`src/rtl/seg7_pkg.sv`:
```
// Shared types and constants for the seven-segment display driver:
// FSM encoding, active-low segment patterns and per-digit anode codes.
package seg7_pkg;

  typedef enum logic [1:0] {
    S_IDLE   = 2'd0,
    S_SUB100 = 2'd1,
    S_SUB10  = 2'd2
  } state_e;

  // {g,f,e,d,c,b,a}, active-low
  localparam logic [6:0] SEG_0     = 7'b1000000;
  localparam logic [6:0] SEG_1     = 7'b1111001;
  localparam logic [6:0] SEG_2     = 7'b0100100;
  localparam logic [6:0] SEG_3     = 7'b0110000;
  localparam logic [6:0] SEG_4     = 7'b0011001;
  localparam logic [6:0] SEG_5     = 7'b0010010;
  localparam logic [6:0] SEG_6     = 7'b0000010;
  localparam logic [6:0] SEG_7     = 7'b1111000;
  localparam logic [6:0] SEG_8     = 7'b0000000;
  localparam logic [6:0] SEG_9     = 7'b0010000;
  localparam logic [6:0] SEG_BLANK = 7'b1111111;

  localparam logic [2:0] AN_ONES = 3'b110;
  localparam logic [2:0] AN_TENS = 3'b101;
  localparam logic [2:0] AN_HUND = 3'b011;
  localparam logic [2:0] AN_OFF  = 3'b111;

endpackage

```
`src/rtl/seg7_display_driver_if.sv`:
```
// Valid/ready input channel carrying the 8-bit value to be displayed.
interface seg7_display_driver_if;
  logic       in_valid;
  logic [7:0] in_data;
  logic       in_ready;

  modport master (output in_valid, output in_data, input  in_ready);
  modport slave  (input  in_valid, input  in_data, output in_ready);
endinterface

```
`src/rtl/seg7_decode.sv`:
```
// Combinational BCD digit to active-low segment decoder with blank override.
module seg7_decode
  import seg7_pkg::*;
(
  input  logic [3:0] digit,
  input  logic       blank,
  output logic [6:0] seg
);

  always_comb begin
    seg = SEG_BLANK;
    if (!blank) begin
      case (digit)
        4'd0:    seg = SEG_0;
        4'd1:    seg = SEG_1;
        4'd2:    seg = SEG_2;
        4'd3:    seg = SEG_3;
        4'd4:    seg = SEG_4;
        4'd5:    seg = SEG_5;
        4'd6:    seg = SEG_6;
        4'd7:    seg = SEG_7;
        4'd8:    seg = SEG_8;
        4'd9:    seg = SEG_9;
        default: seg = SEG_BLANK;
      endcase
    end
  end

endmodule

```
`src/rtl/seg7_display_driver.sv`:
```
// Binary-to-BCD by repeated subtraction feeding a free-running 3-digit
// multiplexed common-anode display with leading-zero blanking.
module seg7_display_driver
  import seg7_pkg::*;
#(
  parameter int SCAN_DIV = 50000
) (
  input  logic                    clock,
  input  logic                    reset_n,
  seg7_display_driver_if.slave    in_if,
  output logic                    out_done,
  output logic [6:0]              seg,
  output logic [2:0]              an
);

  localparam int CW = (SCAN_DIV > 2) ? $clog2(SCAN_DIV) : 1;

  state_e        state_q, state_d;
  logic [7:0]    rem_q, rem_d;
  logic [1:0]    hund_q, hund_d;
  logic [3:0]    tens_q, tens_d;
  logic [3:0]    disp_h_q, disp_h_d, disp_t_q, disp_t_d, disp_o_q, disp_o_d;
  logic          done_q, done_d;
  logic [CW-1:0] cnt_q, cnt_d;
  logic [1:0]    idx_q, idx_d;
  logic [6:0]    seg_q, seg_d;
  logic [2:0]    an_q, an_d;
  logic [3:0]    cur_digit;
  logic          cur_blank;
  logic          cnt_wrap;

  assign in_if.in_ready = (state_q == S_IDLE);

  always_comb begin
    state_d  = state_q;
    rem_d    = rem_q;
    hund_d   = hund_q;
    tens_d   = tens_q;
    disp_h_d = disp_h_q;
    disp_t_d = disp_t_q;
    disp_o_d = disp_o_q;
    done_d   = 1'b0;
    case (state_q)
      S_IDLE: if (in_if.in_valid) begin
        rem_d   = in_if.in_data;
        hund_d  = 2'd0;
        tens_d  = 4'd0;
        state_d = S_SUB100;
      end
      S_SUB100: if (rem_q >= 8'd100) begin
        rem_d  = rem_q - 8'd100;
        hund_d = hund_q + 2'd1;
      end else begin
        state_d = S_SUB10;
      end
      S_SUB10: if (rem_q >= 8'd10) begin
        rem_d  = rem_q - 8'd10;
        tens_d = tens_q + 4'd1;
      end else begin
        // remainder is now < 10, so the low nibble is the ones digit
        disp_h_d = {2'b00, hund_q};
        disp_t_d = tens_q;
        disp_o_d = rem_q[3:0];
        done_d   = 1'b1;
        state_d  = S_IDLE;
      end
      default: state_d = S_IDLE;
    endcase
  end

  // Scan timing is independent of the converter; it only reads disp_*.
  assign cnt_wrap = (cnt_q == CW'(SCAN_DIV - 1));

  always_comb begin
    cnt_d = cnt_wrap ? '0 : cnt_q + CW'(1);
    idx_d = idx_q;
    if (cnt_wrap) idx_d = (idx_q == 2'd2) ? 2'd0 : idx_q + 2'd1;
  end

  always_comb begin
    cur_digit = disp_o_q;
    cur_blank = 1'b1;
    an_d      = AN_OFF;
    case (idx_q)
      2'd0: begin
        cur_digit = disp_o_q;
        cur_blank = 1'b0;
        an_d      = AN_ONES;
      end
      2'd1: begin
        cur_digit = disp_t_q;
        cur_blank = (disp_h_q == 4'd0) && (disp_t_q == 4'd0);
        an_d      = AN_TENS;
      end
      2'd2: begin
        cur_digit = disp_h_q;
        cur_blank = (disp_h_q == 4'd0);
        an_d      = AN_HUND;
      end
      default: ;
    endcase
  end

  seg7_decode u_decode (
    .digit (cur_digit),
    .blank (cur_blank),
    .seg   (seg_d)
  );

  always_ff @(posedge clock or negedge reset_n) begin
    if (!reset_n) begin
      state_q  <= S_IDLE;
      rem_q    <= '0;
      hund_q   <= '0;
      tens_q   <= '0;
      disp_h_q <= '0;
      disp_t_q <= '0;
      disp_o_q <= '0;
      done_q   <= 1'b0;
      cnt_q    <= '0;
      idx_q    <= '0;
      seg_q    <= SEG_BLANK;
      an_q     <= AN_OFF;
    end else begin
      state_q  <= state_d;
      rem_q    <= rem_d;
      hund_q   <= hund_d;
      tens_q   <= tens_d;
      disp_h_q <= disp_h_d;
      disp_t_q <= disp_t_d;
      disp_o_q <= disp_o_d;
      done_q   <= done_d;
      cnt_q    <= cnt_d;
      idx_q    <= idx_d;
      seg_q    <= seg_d;
      an_q     <= an_d;
    end
  end

  assign out_done = done_q;
  assign seg      = seg_q;
  assign an       = an_q;

endmodule

```
`src/flat_wrapper.sv`:
```
// flat-port wrapper written by rule: the top's interface ports become plain ports
module seg7_display_driver_flat import seg7_pkg::*;
#(
  parameter int SCAN_DIV = 50000
)
  (clock, reset_n, out_done, seg, an, in_if_in_valid, in_if_in_data, in_if_in_ready);
  seg7_display_driver_if in_if_i ();
  input  logic clock;
  input  logic reset_n;
  output logic out_done;
  output logic [6:0] seg;
  output logic [2:0] an;
  input wire logic [$bits(in_if_i.in_valid)-1:0] in_if_in_valid;
  input wire logic [$bits(in_if_i.in_data)-1:0] in_if_in_data;
  output wire logic [$bits(in_if_i.in_ready)-1:0] in_if_in_ready;
  assign in_if_i.in_valid = in_if_in_valid;
  assign in_if_i.in_data = in_if_in_data;
  assign in_if_in_ready = in_if_i.in_ready;
  seg7_display_driver #(.SCAN_DIV(SCAN_DIV)) u_core (.clock(clock), .reset_n(reset_n), .in_if(in_if_i), .out_done(out_done), .seg(seg), .an(an));
endmodule
```
`config.mk`:
```
export PLATFORM = sky130hd
export DESIGN_NAME = seg7_display_driver_flat
export DESIGN_NICKNAME = d
export VERILOG_FILES = /design/src/rtl/seg7_pkg.sv /design/src/rtl/seg7_display_driver_if.sv /design/src/rtl/seg7_decode.sv /design/src/rtl/seg7_display_driver.sv /design/src/flat_wrapper.sv
export SDC_FILE = /design/constraint.sdc
export NUM_CORES = 1
export LEC_CHECK = 0
export CORE_MARGIN = 2
export CORE_UTILIZATION = 50
export CTS_BUF_LIST = sky130_fd_sc_hd__clkbuf_2
export CTS_CLUSTER_DIAMETER = 120
export CTS_CLUSTER_SIZE = 30
export DETAILED_ROUTE_END_ITERATION = 10
export HOLD_SLACK_MARGIN = 0.06
export PLACE_DENSITY = 0.69
export SLEW_MARGIN = 20
export SYNTH_ARGS = -nofsm -noshare
export SYNTH_HDL_FRONTEND = slang
export SYNTH_HIERARCHICAL = 1
export SYNTH_SLANG_ARGS = --single-unit
export TNS_END_PERCENT = 50
```
`constraint.sdc`:
```
create_clock -name clock -period 2.4 [get_ports clock]
set_clock_uncertainty 0.05 [all_clocks]
set_input_delay 0.24 -clock clock [delete_from_list [all_inputs] [get_ports clock]]
set_output_delay 0.24 -clock clock [all_outputs]
set_load 0.01 [all_outputs]
```
==> flow_metrics.tcl <==
set metrics [dict create \
    synth_area_leader_cell "dfrtp_1" \
    max-slew-margin-rel_pct 43.2 \
    peakVddDrop_mv 0.707 \
    die_w_um 83.0 \
    fin_crit_ps 2180 \
    globalplace.congestion 0.868 \
    fin_util_pct 58.5 \
    r2r_start "u_core/rem_q[2]" \
    cap_violations 0 \
    fin_ws_ps 215 \
    critical_path_buf_inv_count 1 \
    antenna_found_initial 0 \
    synthCells 311 \
    cp_max_fo 11 \
    drt_pass1_iterations 5 \
    crit_path_end_kind "flip-flop" \
    dr.first_iter.drc_count 90 \
    dp_slack_ps 163 \
    vias 2278 \
    clock_sinks 55 \
    remaining_drc_errors 0 \
    pin_count 23 \
    setup_viol 0 \
    finalInstanceArea_mm2 0.00348 \
    post_cts_buffers 0 \
    rsz0062_at_grt "false" \
    power_density_mw_per_mm2 1060 \
    netlist_area_mm2 0.00312 \
    synth.top_cell.area_share_pct 36.1 \
    cts_buffer_depth 2 \
    final_nets 373 \
    outcome "complete, no violations" \
    ys_types 53 \
    crit_arrival_ps 2540 \
    period_share_pct 91.0 \
    async_flop_share_pct 100 \
    critPathRequiredTime_ps 2760 \
    cts_tree "built" \
    portBuffers 22 \
    place_area_mm2 0.00342 \
    r2r-end "u_core/rem_q[4]" \
    diodes 0 \
    overflow 0 \
    final_cell_mix "dfrtp_1 (45), nor2_1 (31), nand2_1 (29)" \
    crit_family "compound AO/OA/AOI/OAI gates" \
    wire_per_inst_um 13.8 \
    dpl.hpwl_um 4270 \
    numCtsBuffers 5 \
    synth_nets 345 \
    hold_viol_final 0 \
    grt_pass1_vias 2259 \
    slowest_delay_ps 700 \
    path_class "reg -> reg" \
    slew_viol_final 0 \
    syn2layout_area_growth_pct 11.8 \
    grt_max_degree 32 \
    fillers 541 \
    start_util_pct 52.3 \
    rrSetupSlack_ps 220 \
    rows 28 \
    synth_warnings 6 \
    hp-class "in -> async" \
    ff2ff_path_depth 6 \
    cts_htree_levels 2 \
    ys.flop_type "dfrtp_1" \
    synthTopCellsByArea "dfrtp_1 (36%), ha_1 (9.2%), dfstp_2 (8.4%)" \
    yosysSeqAreaShare_pct 44.6 \
    p_total_w 0.00369 \
    cp_cell_sequence "inv_1, ha_1, a31oi_4, o31ai_2, a211oi_1, a21o_2" \
    worst_pin_slew_ps 847 \
    worstSkewPairLatency_ps 470 \
    final_antenna_net_count 0 \
    p_leak_nw 1.56 \
    clock-root-buffer "clkbuf_2" \
    setup_tns_ps 0 \
    fp.coreArea_mm2 0.00596 \
    max_freq_mhz 458 \
    syn_avg_cell_area_um2 10.0 \
    grt_pass1_wl_um 10100 \
    drt-total-wl_um 5730 \
    synth-edff-count 0 \
    slowest_stage "o31ai_2" \
    critPathLaunchType "flip-flop" \
    drive_gt1_share_pct 14.1 \
    grt_usage_pct 17.6 \
    ys_ff_latch 55 \
    clk_pin_slew_worst_paths_ps 290 \
    die_area_mm2 0.00688 \
    fp.dieH_um 83.0 \
    final_common_cell "dfrtp_1" \
    vias_per_cell 5.49 \
]
[sequential cells by signal (all words and copies together) (netlist names), 3 cells and up]
register / count
u_core/an: 3
u_core/cnt_q: 16
u_core/disp_o_q: 4
u_core/disp_t_q: 4
u_core/rem_q: 8
u_core/seg: 7
u_core/tens_q: 4
[Yosys cell counts (all sizes together), types with 5 or more instances]
cell,number
dfrtp,45
a21oi,16
dfstp,10
buf,8
nand2,29
inv,21
ha,23
nand3,12
o21ai,19
o31ai,5
nor3,6
nor2b,5
nor2,31
mux2,7
xnor2,12
xor2,12
[how the worst max path moves through the flow]
stage | cells past startpoint | endpoint | from | slack (ps)
floorplan | 9 | u_core/seg[3] | u_core/idx_q[0] | 260
global placement | 7 | u_core/rem_q[7] | u_core/rem_q[2] | 200
detailed placement | 8 | u_core/seg[3] | u_core/idx_q[0] | 160
CTS | 8 | u_core/seg[3] | u_core/idx_q[1] | 120
global route | 7 | u_core/rem_q[4] | u_core/rem_q[1] | 9
finish | 6 | u_core/rem_q[4] | u_core/rem_q[2] | 220
[layout make-up]
| class | instances | area, um^2 | area share, % |
|---|---|---|---|
| Multi-Input combinational cell | 223 | 1560 | 44.8 |
| Sequential cell | 55 | 1390 | 39.9 |
| Timing Repair Buffer | 32 | 305 | 8.76 |
| Tap cell | 75 | 93.8 | 2.69 |
| Inverter | 22 | 82.6 | 2.37 |
| Clock inverter | 3 | 26.3 | 0.754 |
| Clock buffer | 5 | 25.0 | 0.718 |
[layer usage]
| metal | up-vias | routed length [um] | global-route usage, % |
|---|---|---|---|
| met1 | 1103 | 2620 | 22.1 |
| met2 | 43 | 2830 | 31.2 |
| met4 | 0 | 97 | 5.81 |
| li1 | 1122 | - | - |
| met5 | - | 0 | 0 |
| met3 | 10 | 184 | 2.39 |
[kinds of logic after synthesis]
family	Yosys count	share of synthesized area, %
and+or+nand+nor	104	16.9
AOI/OAI and AO/OA	63	13.9
DFF	55	44.6
buffers and inverters	33	5.46
xor gates and xnor gates	24	6.74
adders and majority gates	23	9.23
muxes	9	3.17
[power by group]
part           leakage (nW)  total (W)  internal (W)  switching [W]
combinational         0.832    0.00183      0.000833       0.000997
clock                0.0339   0.000400     0.0000833       0.000317
sequential            0.693    0.00146       0.00121       0.000255
total                  1.56    0.00369       0.00212        0.00157
[per-stage QoR]
step | cells | hold WS, ps
final | 415 | 217
after global routing | 415 | 205
after CTS | 415 | 205
after detailed placement | 406 | 247
after global placement | 406 | 240
after floorplan | 311 | -106
[what timing repair did]
action,in CTS,in global routing
hold buffers,1,0
setup endpoints to repair,0,3
hold endpoints to repair,21,0
gates resized for setup,0,2
Power figures use the tool's default switching activity.
